## src/rtl/lfsr_arbiter.sv

```systemverilog
// lfsr_arbiter: round-robin owner of a 16-bit Fibonacci LFSR.
// Each granted requester receives BURST_LEN consecutive LFSR words, so every
// requester consumes a disjoint, reproducible slice of the sequence. The
// LFSR only advances on delivered words.
//
// Optional feature: define LFSR_ARB_STATS_EN to build the 16-bit delivered
// word counter on served_cnt. Without it served_cnt is tied to zero.
module lfsr_arbiter #(
  parameter int NREQ      = 4,
  parameter int BURST_LEN = 4
) (
  input  logic            clk,
  input  logic            resetn,
  input  logic [15:0]     seed,
  input  logic            seed_load,
  input  logic [NREQ-1:0] req,
  output logic [NREQ-1:0] grant,
  output logic            rnd_valid,
  output logic [15:0]     rnd_data,
  output logic            busy,
  output logic [15:0]     served_cnt
);

  localparam int PW = (NREQ > 1) ? $clog2(NREQ) : 1;
  localparam logic [7:0] BCNT_LAST = 8'(BURST_LEN - 1);
  localparam logic [PW-1:0] PTR_LAST = PW'(NREQ - 1);

  typedef enum logic [1:0] {
    ST_UNSEEDED = 2'd0,
    ST_IDLE     = 2'd1,
    ST_BURST    = 2'd2
  } state_e;

  // ---------------------------------------------------------------------
  // Helper functions
  // ---------------------------------------------------------------------

  // One Fibonacci step, taps 16/14/13/11 (bits 15,13,12,10).
  function automatic logic [15:0] lfsr_step(input logic [15:0] q);
    logic fb;
    fb = q[15] ^ q[13] ^ q[12] ^ q[10];
    return {q[14:0], fb};
  endfunction

  // An all-zero seed would lock the LFSR, so it is replaced by 1.
  function automatic logic [15:0] seed_fix(input logic [15:0] s);
    return (s == 16'h0000) ? 16'h0001 : s;
  endfunction

  // First set request at or after the pointer, wrapping modulo NREQ.
  function automatic logic [PW-1:0] rr_pick(input logic [NREQ-1:0] r,
                                            input logic [PW-1:0]   p);
    logic [PW-1:0] res;
    logic          found;
    int            sum;
    int            idx;
    res   = p;
    found = 1'b0;
    for (int i = 0; i < NREQ; i++) begin
      sum = int'(p) + i;
      idx = (sum >= NREQ) ? (sum - NREQ) : sum;
      if (!found && r[PW'(idx)]) begin
        res   = PW'(idx);
        found = 1'b1;
      end
    end
    return res;
  endfunction

  // Decode a requester index into a one-hot grant vector.
  function automatic logic [NREQ-1:0] onehot(input logic [PW-1:0] k);
    logic [NREQ-1:0] v;
    v = {NREQ{1'b0}};
    for (int i = 0; i < NREQ; i++) begin
      if (PW'(i) == k) begin
        v[i] = 1'b1;
      end
    end
    return v;
  endfunction

  // Priority pointer moves one past the requester just served.
  function automatic logic [PW-1:0] ptr_inc(input logic [PW-1:0] k);
    return (k == PTR_LAST) ? {PW{1'b0}} : (k + PW'(1));
  endfunction

  // ---------------------------------------------------------------------
  // State
  // ---------------------------------------------------------------------
  state_e          state_q,     state_d;
  logic [15:0]     lfsr_q,      lfsr_d;
  logic [PW-1:0]   ptr_q,       ptr_d;
  logic [PW-1:0]   sel_q,       sel_d;
  logic [7:0]      bcnt_q,      bcnt_d;
  logic [NREQ-1:0] grant_q,     grant_d;
  logic            rnd_valid_q, rnd_valid_d;
  logic [15:0]     rnd_data_q,  rnd_data_d;
  logic            busy_q,      busy_d;

  // Next-state, LFSR and output computation; seed_load overrides all.
  always_comb begin
    state_d     = state_q;
    lfsr_d      = lfsr_q;
    ptr_d       = ptr_q;
    sel_d       = sel_q;
    bcnt_d      = bcnt_q;
    grant_d     = {NREQ{1'b0}};
    rnd_valid_d = 1'b0;
    rnd_data_d  = 16'h0000;

    if (seed_load) begin
      // Abort any burst; the pointer is kept so fairness is preserved.
      lfsr_d  = seed_fix(seed);
      state_d = ST_IDLE;
      bcnt_d  = 8'd0;
    end else begin
      case (state_q)
        ST_UNSEEDED: begin
          state_d = ST_UNSEEDED;
        end
        ST_IDLE: begin
          if (|req) begin
            sel_d   = rr_pick(req, ptr_q);
            bcnt_d  = 8'd0;
            state_d = ST_BURST;
          end else begin
            state_d = ST_IDLE;
          end
        end
        ST_BURST: begin
          // req is ignored here: a burst always runs to completion.
          grant_d     = onehot(sel_q);
          rnd_valid_d = 1'b1;
          rnd_data_d  = lfsr_q;
          lfsr_d      = lfsr_step(lfsr_q);
          if (bcnt_q == BCNT_LAST) begin
            state_d = ST_IDLE;
            bcnt_d  = 8'd0;
            ptr_d   = ptr_inc(sel_q);
          end else begin
            bcnt_d  = bcnt_q + 8'd1;
          end
        end
        default: begin
          state_d = ST_UNSEEDED;
        end
      endcase
    end

    busy_d = (state_d == ST_BURST);
  end

  // Registered FSM state and outputs with asynchronous clear.
  always_ff @(posedge clk or negedge resetn) begin
    if (!resetn) begin
      state_q     <= ST_UNSEEDED;
      lfsr_q      <= 16'h0001;
      ptr_q       <= {PW{1'b0}};
      sel_q       <= {PW{1'b0}};
      bcnt_q      <= 8'd0;
      grant_q     <= {NREQ{1'b0}};
      rnd_valid_q <= 1'b0;
      rnd_data_q  <= 16'h0000;
      busy_q      <= 1'b0;
    end else begin
      state_q     <= state_d;
      lfsr_q      <= lfsr_d;
      ptr_q       <= ptr_d;
      sel_q       <= sel_d;
      bcnt_q      <= bcnt_d;
      grant_q     <= grant_d;
      rnd_valid_q <= rnd_valid_d;
      rnd_data_q  <= rnd_data_d;
      busy_q      <= busy_d;
    end
  end

  assign grant     = grant_q;
  assign rnd_valid = rnd_valid_q;
  assign rnd_data  = rnd_data_q;
  assign busy      = busy_q;

`ifdef LFSR_ARB_STATS_EN
  logic [15:0] served_cnt_q, served_cnt_d;

  // Count every delivered word; wraps naturally, survives seed_load.
  always_comb begin
    if (rnd_valid_d) begin
      served_cnt_d = served_cnt_q + 16'd1;
    end else begin
      served_cnt_d = served_cnt_q;
    end
  end

  // Delivered-word counter register, cleared only by resetn.
  always_ff @(posedge clk or negedge resetn) begin
    if (!resetn) begin
      served_cnt_q <= 16'h0000;
    end else begin
      served_cnt_q <= served_cnt_d;
    end
  end

  assign served_cnt = served_cnt_q;
`else
  assign served_cnt = 16'h0000;
`endif

endmodule
```

## config.mk

```make
export PLATFORM = sky130hd
export DESIGN_NAME = lfsr_arbiter
export DESIGN_NICKNAME = d
export VERILOG_FILES = /design/src/rtl/lfsr_arbiter.sv
export SDC_FILE = /design/constraint.sdc
export NUM_CORES = 1
export LEC_CHECK = 0
export CORE_ASPECT_RATIO = 0.7
export CORE_MARGIN = 3
export CORE_UTILIZATION = 45
export CTS_BUF_LIST = sky130_fd_sc_hd__clkbuf_2 sky130_fd_sc_hd__clkbuf_4 sky130_fd_sc_hd__clkbuf_8
export DETAILED_ROUTE_END_ITERATION = 6
export GPL_TIMING_DRIVEN = 0
export PLACE_DENSITY = 0.77
export SETUP_SLACK_MARGIN = 0.2
export SLEW_MARGIN = 25
export SYNTH_ARGS = -nofsm -noshare
export SYNTH_HDL_FRONTEND = slang
export SYNTH_SLANG_ARGS = --single-unit
```

## constraint.sdc

```tcl
create_clock -name clk -period 4.8 [get_ports clk]
set_input_delay 0.96 -clock clk [delete_from_list [all_inputs] [get_ports clk]]
set_output_delay 0.96 -clock clk [all_outputs]
set_load 0.02 [all_outputs]
```

-- Word-level counts from Yosys, hierarchy flattened
Index checks and enable logic that the tools add are counted.
- multiplexer cells: 54
- reduce and logical (&&, ||, !) cells: 14
- equality and inequality tests: 9
- $lt $le $gt $ge: 8
- add/sub/neg operators: 9
- bitwise gates (word level): 4
- operator list (cell ; number):
    two-way mux 16 bit ; 5
    two-way mux 1 bit ; 26
    two-way mux 2 bit ; 12
    two-way mux 8 bit ; 3
    zero test 16 bit ; 1
    < comparator 2 x 4 -> 1 bit (second input constant) ; 4
    case mux 8 bit (2 select lines) ; 1
    >= comparator 3 bit (second input constant) ; 3
    adder 8 x 1 -> 8 bit (second input constant) ; 1
    binary-select mux 1 bit (select 2 bit) ; 4
    == test 8 x 2 -> 1 bit (second input constant) ; 1
    two-way mux 4 bit ; 2
    subtractor 2 x 1 -> 2 bit (second input constant) ; 4
    adder 2 x 2 -> 3 bit (second input constant) ; 2
    == test 2 bit (second input constant) ; 3
    AND reduction 3 bit ; 2
    == test 2 bit (first input constant) ; 2
    case mux 2 bit (2 select lines) ; 1
    OR reduction 4 bit ; 1
    adder 2 x 1 -> 3 bit (second input constant) ; 1
    >= comparator 2 x 3 -> 1 bit (second input constant) ; 1
    logical AND 1 bit ; 3
    zero test 1 bit ; 3
    inequality test 3 bit (second input constant) ; 1
    other kinds (9) ; 11
- flip-flop bits (word level): 52
- input bits: 23

-- Logic depth before layout (Yosys ltp)
- depth after elaboration: 24
- mapped depth: 8
- depth with buffers taken out: 7

-- Worst setup path before layout
No wires, ideal clock.
- kind: in2reg
- start point: input seed_load
- end point: register ptr_q[1]
- data arrival time: 1856 ps
- setup slack: 2817 ps
- path buffers: 1
- required time: 4672 ps
- stages on the path: 5
- setup time: 128 ps
- cell sequence: buf_2 nand2b_2 inv_2 nand3_1 mux2_1
- longest elaborated chain between the ends: 2
- ends and longest elaborated chain (element ; RTL line ; text):
    from (decl) ; 15 ; input logic seed_load,
    inverter 1 bit (no line) ; - ;
    AND reduction 3 bit (no line) ; - ;
    to (signal assigned) ; 158 ; ptr_q <= {PW{1'b0}};
    to (signal assigned) ; 168 ; ptr_q <= ptr_d;
    to (decl) ; 92 ; logic [PW-1:0] ptr_q, ptr_d;
No other way between the ends.
A chain may end at the register's enable or synchronous reset.

-- Final worst setup path
- start point: input req[0]
- end point: register bcnt_q[5]
- longest elaborated chain between the ends: 3
- ends and longest elaborated chain (element ; RTL line ; text):
    from (decl) ; 16 ; input logic [NREQ-1:0] req,
    OR reduction 4 bit ; 122 ; if (|req) begin
    inequality test 3 bit (no line) ; - ;
    AND reduction 2 bit (no line) ; - ;
    to (signal assigned) ; 170 ; bcnt_q <= bcnt_d;
    to (decl) ; 94 ; logic [7:0] bcnt_q, bcnt_d;
No other way between the ends.

==> results.json <==
{
  "post-route-min-period_ns": 2.236,
  "crit_path_max_fanout": 4,
  "cts_buffers": 5,
  "crit_chain": "clkdlybuf4s50_1, nor4_4, nand2_1, and3_4, a22o_1",
  "tightestPinTransition_ns": 0.6566,
  "finalWirelength_um": 5314,
  "fin_skew_ns": 0.009945,
  "hold_buffers": 0,
  "cts.path.max_buffers": 2,
  "required_ns": 4.99,
  "max_freq_mhz": 447.2,
  "dp_worst_setup_slack_ns": 2.264,
  "area_growth_pct": 26.38,
  "ys_seq_area_frac": 0.5182,
  "viasPerCell": 5.021,
  "ff2ff_path_depth": 7,
  "p_int_w": 0.0006338,
  "status": "complete, no violations",
  "fin_nets": 330,
  "holdWs_ns": 0.5225,
  "combPwrFrac": 0.151,
  "power.leakage_nw": 1.419,
  "finalSetupTns_ns": 0,
  "netlist-cell-type-count": 46,
  "worstSkewPairLatency_ns": 0.30,
  "core_area_um2": 5313,
  "critPathKind": "in2reg",
  "place_congestion": 0.7952,
  "arrival_ns": 2.43,
  "grt_pass1_vias": 1828,
  "powerDensity_nw_per_um2": 271.3,
  "r2r_slack_ns": 3.08,
  "setup_viol": 0,
  "seq_power_share": 0.555,
  "grt_pass1_wl_um": 8700,
  "rsz0062_at_grt": "no",
  "hold_depth": 1,
  "clkTransAtPathRegs_ns": 0.09,
  "hold_class": "reg2reg",
  "vias": 1873,
  "timing.rr.end": "ptr_q[1]$_DFFE_PN0P_",
  "post_cts_resized": 0,
  "slowest_delay_ns": 0.50,
  "drc": 0,
  "rows": 22,
  "crit_buf_inv": 1,
  "utilization": 0.5980,
  "drt-initial-drc-count": 97,
  "p_sw_frac": 0.2647,
  "clock-sinks": 52,
  "hpwlAfterDp_um": 3920,
  "hold_end": "rnd_data[3]$_DFF_PN0_",
  "critPathCaptureType": "flop",
  "setup_ws_ns": 2.564,
  "syn_area_um2": 2514,
  "grt-ovfl-total": 0,
  "grt_usage": 0.1736,
  "crit_path_start_kind": "input port",
  "cts_root_buffer": "clkbuf_8",
  "p_clk_frac": 0.294,
  "synth_enable_flop_cells": 0,
  "synthArstFlopShare": 1.000,
  "die_w_um": 95.33,
  "ios": 61,
  "r2r_start": "state_q[0]$_DFF_PN0_",
  "p_sw_w": 0.0002282,
  "fin_crit_sh": 0.4659,
  "synth_seq_cells": 52,
  "wl_per_cell_um": 14.25,
  "cts_tree": "yes",
  "start_util": 0.4732,
  "drv_cap": 0,
  "n_antenna_cell": 0,
  "synth_top_flop_cell": "dfrtp_1",
  "synth_warnings": 0,
  "critPathTopFamily": "simple AND/OR/NAND/NOR gates",
  "antenna_found_initial": 0,
  "drive_gt1_frac": 0.1296,
  "min-delay-start": "lfsr_q[3]$_DFFE_PN0P_",
  "dieHeight_um": 68.53,
  "io_buffers": 43,
  "avgSynthCellArea_um2": 10.70,
  "grt_max_degree": 53,
  "post_cts_buffers": 0,
  "post_dp_cell_area_um2": 3088,
  "stdcell_area_um2": 3177,
  "syn-instance-count": 235,
  "detail-route-antenna-nets": 0,
  "irDropWorstVdd_v": 0.0001731,
  "htree_levels": 2,
  "relSlewSlack": 0.5623,
  "die_area_um2": 6533,
  "cp_slowest_cell": "clkdlybuf4s50_1",
  "hold_viol": 0,
  "n_fill_cell": 432,
  "dr.pass1.iters": 4,
  "slew_violations": 0
}
==> power groups by stage <==
stage               Combinational, W  Sequential [W]  Clock, W
global placement            0.000127        0.000485         0
CTS                         0.000131        0.000478  0.000253
global route                0.000145        0.000481  0.000273
floorplan                  0.0000765        0.000484         0
finish                      0.000130        0.000478  0.000254
detailed placement          0.000129        0.000486         0
==> metrics by stage <==
step           std cells  power [W]
2_1_floorplan        250  0.0005606
3_3_place_gp         365  0.0006122
3_5_place_dp         365  0.0006157
4_1_cts              373  0.0008615
5_1_grt              373  0.0008993
6_report             373  0.0008620
==> layout by cell type, fill, tap and decap left out, types with 2 or more instances in the layout <==
master and n:
and2_1 20, dfrtp_1 51, nor3_1 5, o21ai_0 27
ha_1 7, clkbuf_4 2, nand2_1 21, nand2b_1 2
mux2i_1 16, a21oi_1 3, conb_1 16, nor4_1 4
nand3_1 3, nor2_1 6, clkdlybuf4s50_1 42, inv_1 7
xnor2_1 3, nor2b_1 3, clkbuf_1 3, a22o_1 3
buf_4 18, o31ai_1 2, a31oi_1 3, clkbuf_8 5
buf_2 4
==> worst max path at each step <==
stage                             endpoint  cells past startpoint                  start
finish               bcnt_q[5]$_DFFE_PN0P_                      5                 req[0]
CTS                            rnd_data[7]                      1  rnd_data[7]$_DFF_PN0_
global route        lfsr_q[12]$_DFFE_PN0P_                      6               seed[11]
detailed placement   bcnt_q[5]$_DFFE_PN0P_                      5                 req[0]
floorplan             ptr_q[1]$_DFFE_PN0P_                      5              seed_load
global placement     bcnt_q[0]$_DFFE_PN0P_                      1                 resetn
==> cell type report <==
| class | instances | area [um^2] | area share |
|---|---|---|---|
| well taps | 72 | 90.09 | 0.02836 |
| multi-input cells | 166 | 1079 | 0.3395 |
| inverters | 8 | 30.03 | 0.009453 |
| repair buffers | 43 | 427.9 | 0.1347 |
| plain buffers | 24 | 158.9 | 0.05002 |
| clock buffers | 7 | 83.83 | 0.02639 |
| clock inverters | 1 | 5.005 | 0.001575 |
| flip-flops and latches | 52 | 1303 | 0.4100 |
==> synthesized netlist by cell type, types with 4 or more instances <==
cell type,count,area share
buf_2,4,0.0080
dfrtp_1,51,0.51
nand2_1,21,0.031
nor4_1,4,0.010
ha_1,7,0.035
nor2_1,6,0.0090
o21ai_0,27,0.054
nor3_1,5,0.010
mux2i_1,16,0.064
and2_1,20,0.050
inv_1,7,0.010
buf_4,17,0.051
==> sequential cells by signal, indices dropped and copies added, names as in the netlist <==
register and flops:
lfsr_q 16, rnd_data 16, bcnt_q 8, grant 4
ptr_q 2, sel_q 2, state_q 2, busy 1
rnd_valid 1
==> worst register-to-register path: stages, from the launching register on <==
cell and delay, ns:
dfrtp_1 0.41, inv_1 0.07, ha_1 0.13, buf_4 0.19
nand2b_2 0.12, inv_2 0.16, nand3_1 0.18, mux2_1 0.37
==> cell families after synthesis <==
| logic type | Yosys count | share of synthesized area |
|---|---|---|
| adder cells (fa/ha/maj) | 7 | 0.03484 |
| AO/OA/AOI/OAI | 48 | 0.1165 |
| XOR/XNOR | 3 | 0.01045 |
| other | 1 | 0.001492 |
| flip-flops | 52 | 0.5182 |
| AND/OR/NAND/NOR | 75 | 0.1752 |
| buffers and inverters | 32 | 0.07516 |
| multiplexers | 17 | 0.06819 |
==> layer usage <==
layer	wire length, um	vias up	GRT usage
li1	-	907	-
met5	0	-	0
met3	210	5	0.03688
met2	2424	46	0.2738
met1	2632	915	0.2483
met4	46	0	0.03777
No activity file was read; power rests on OpenSTA's default activity.
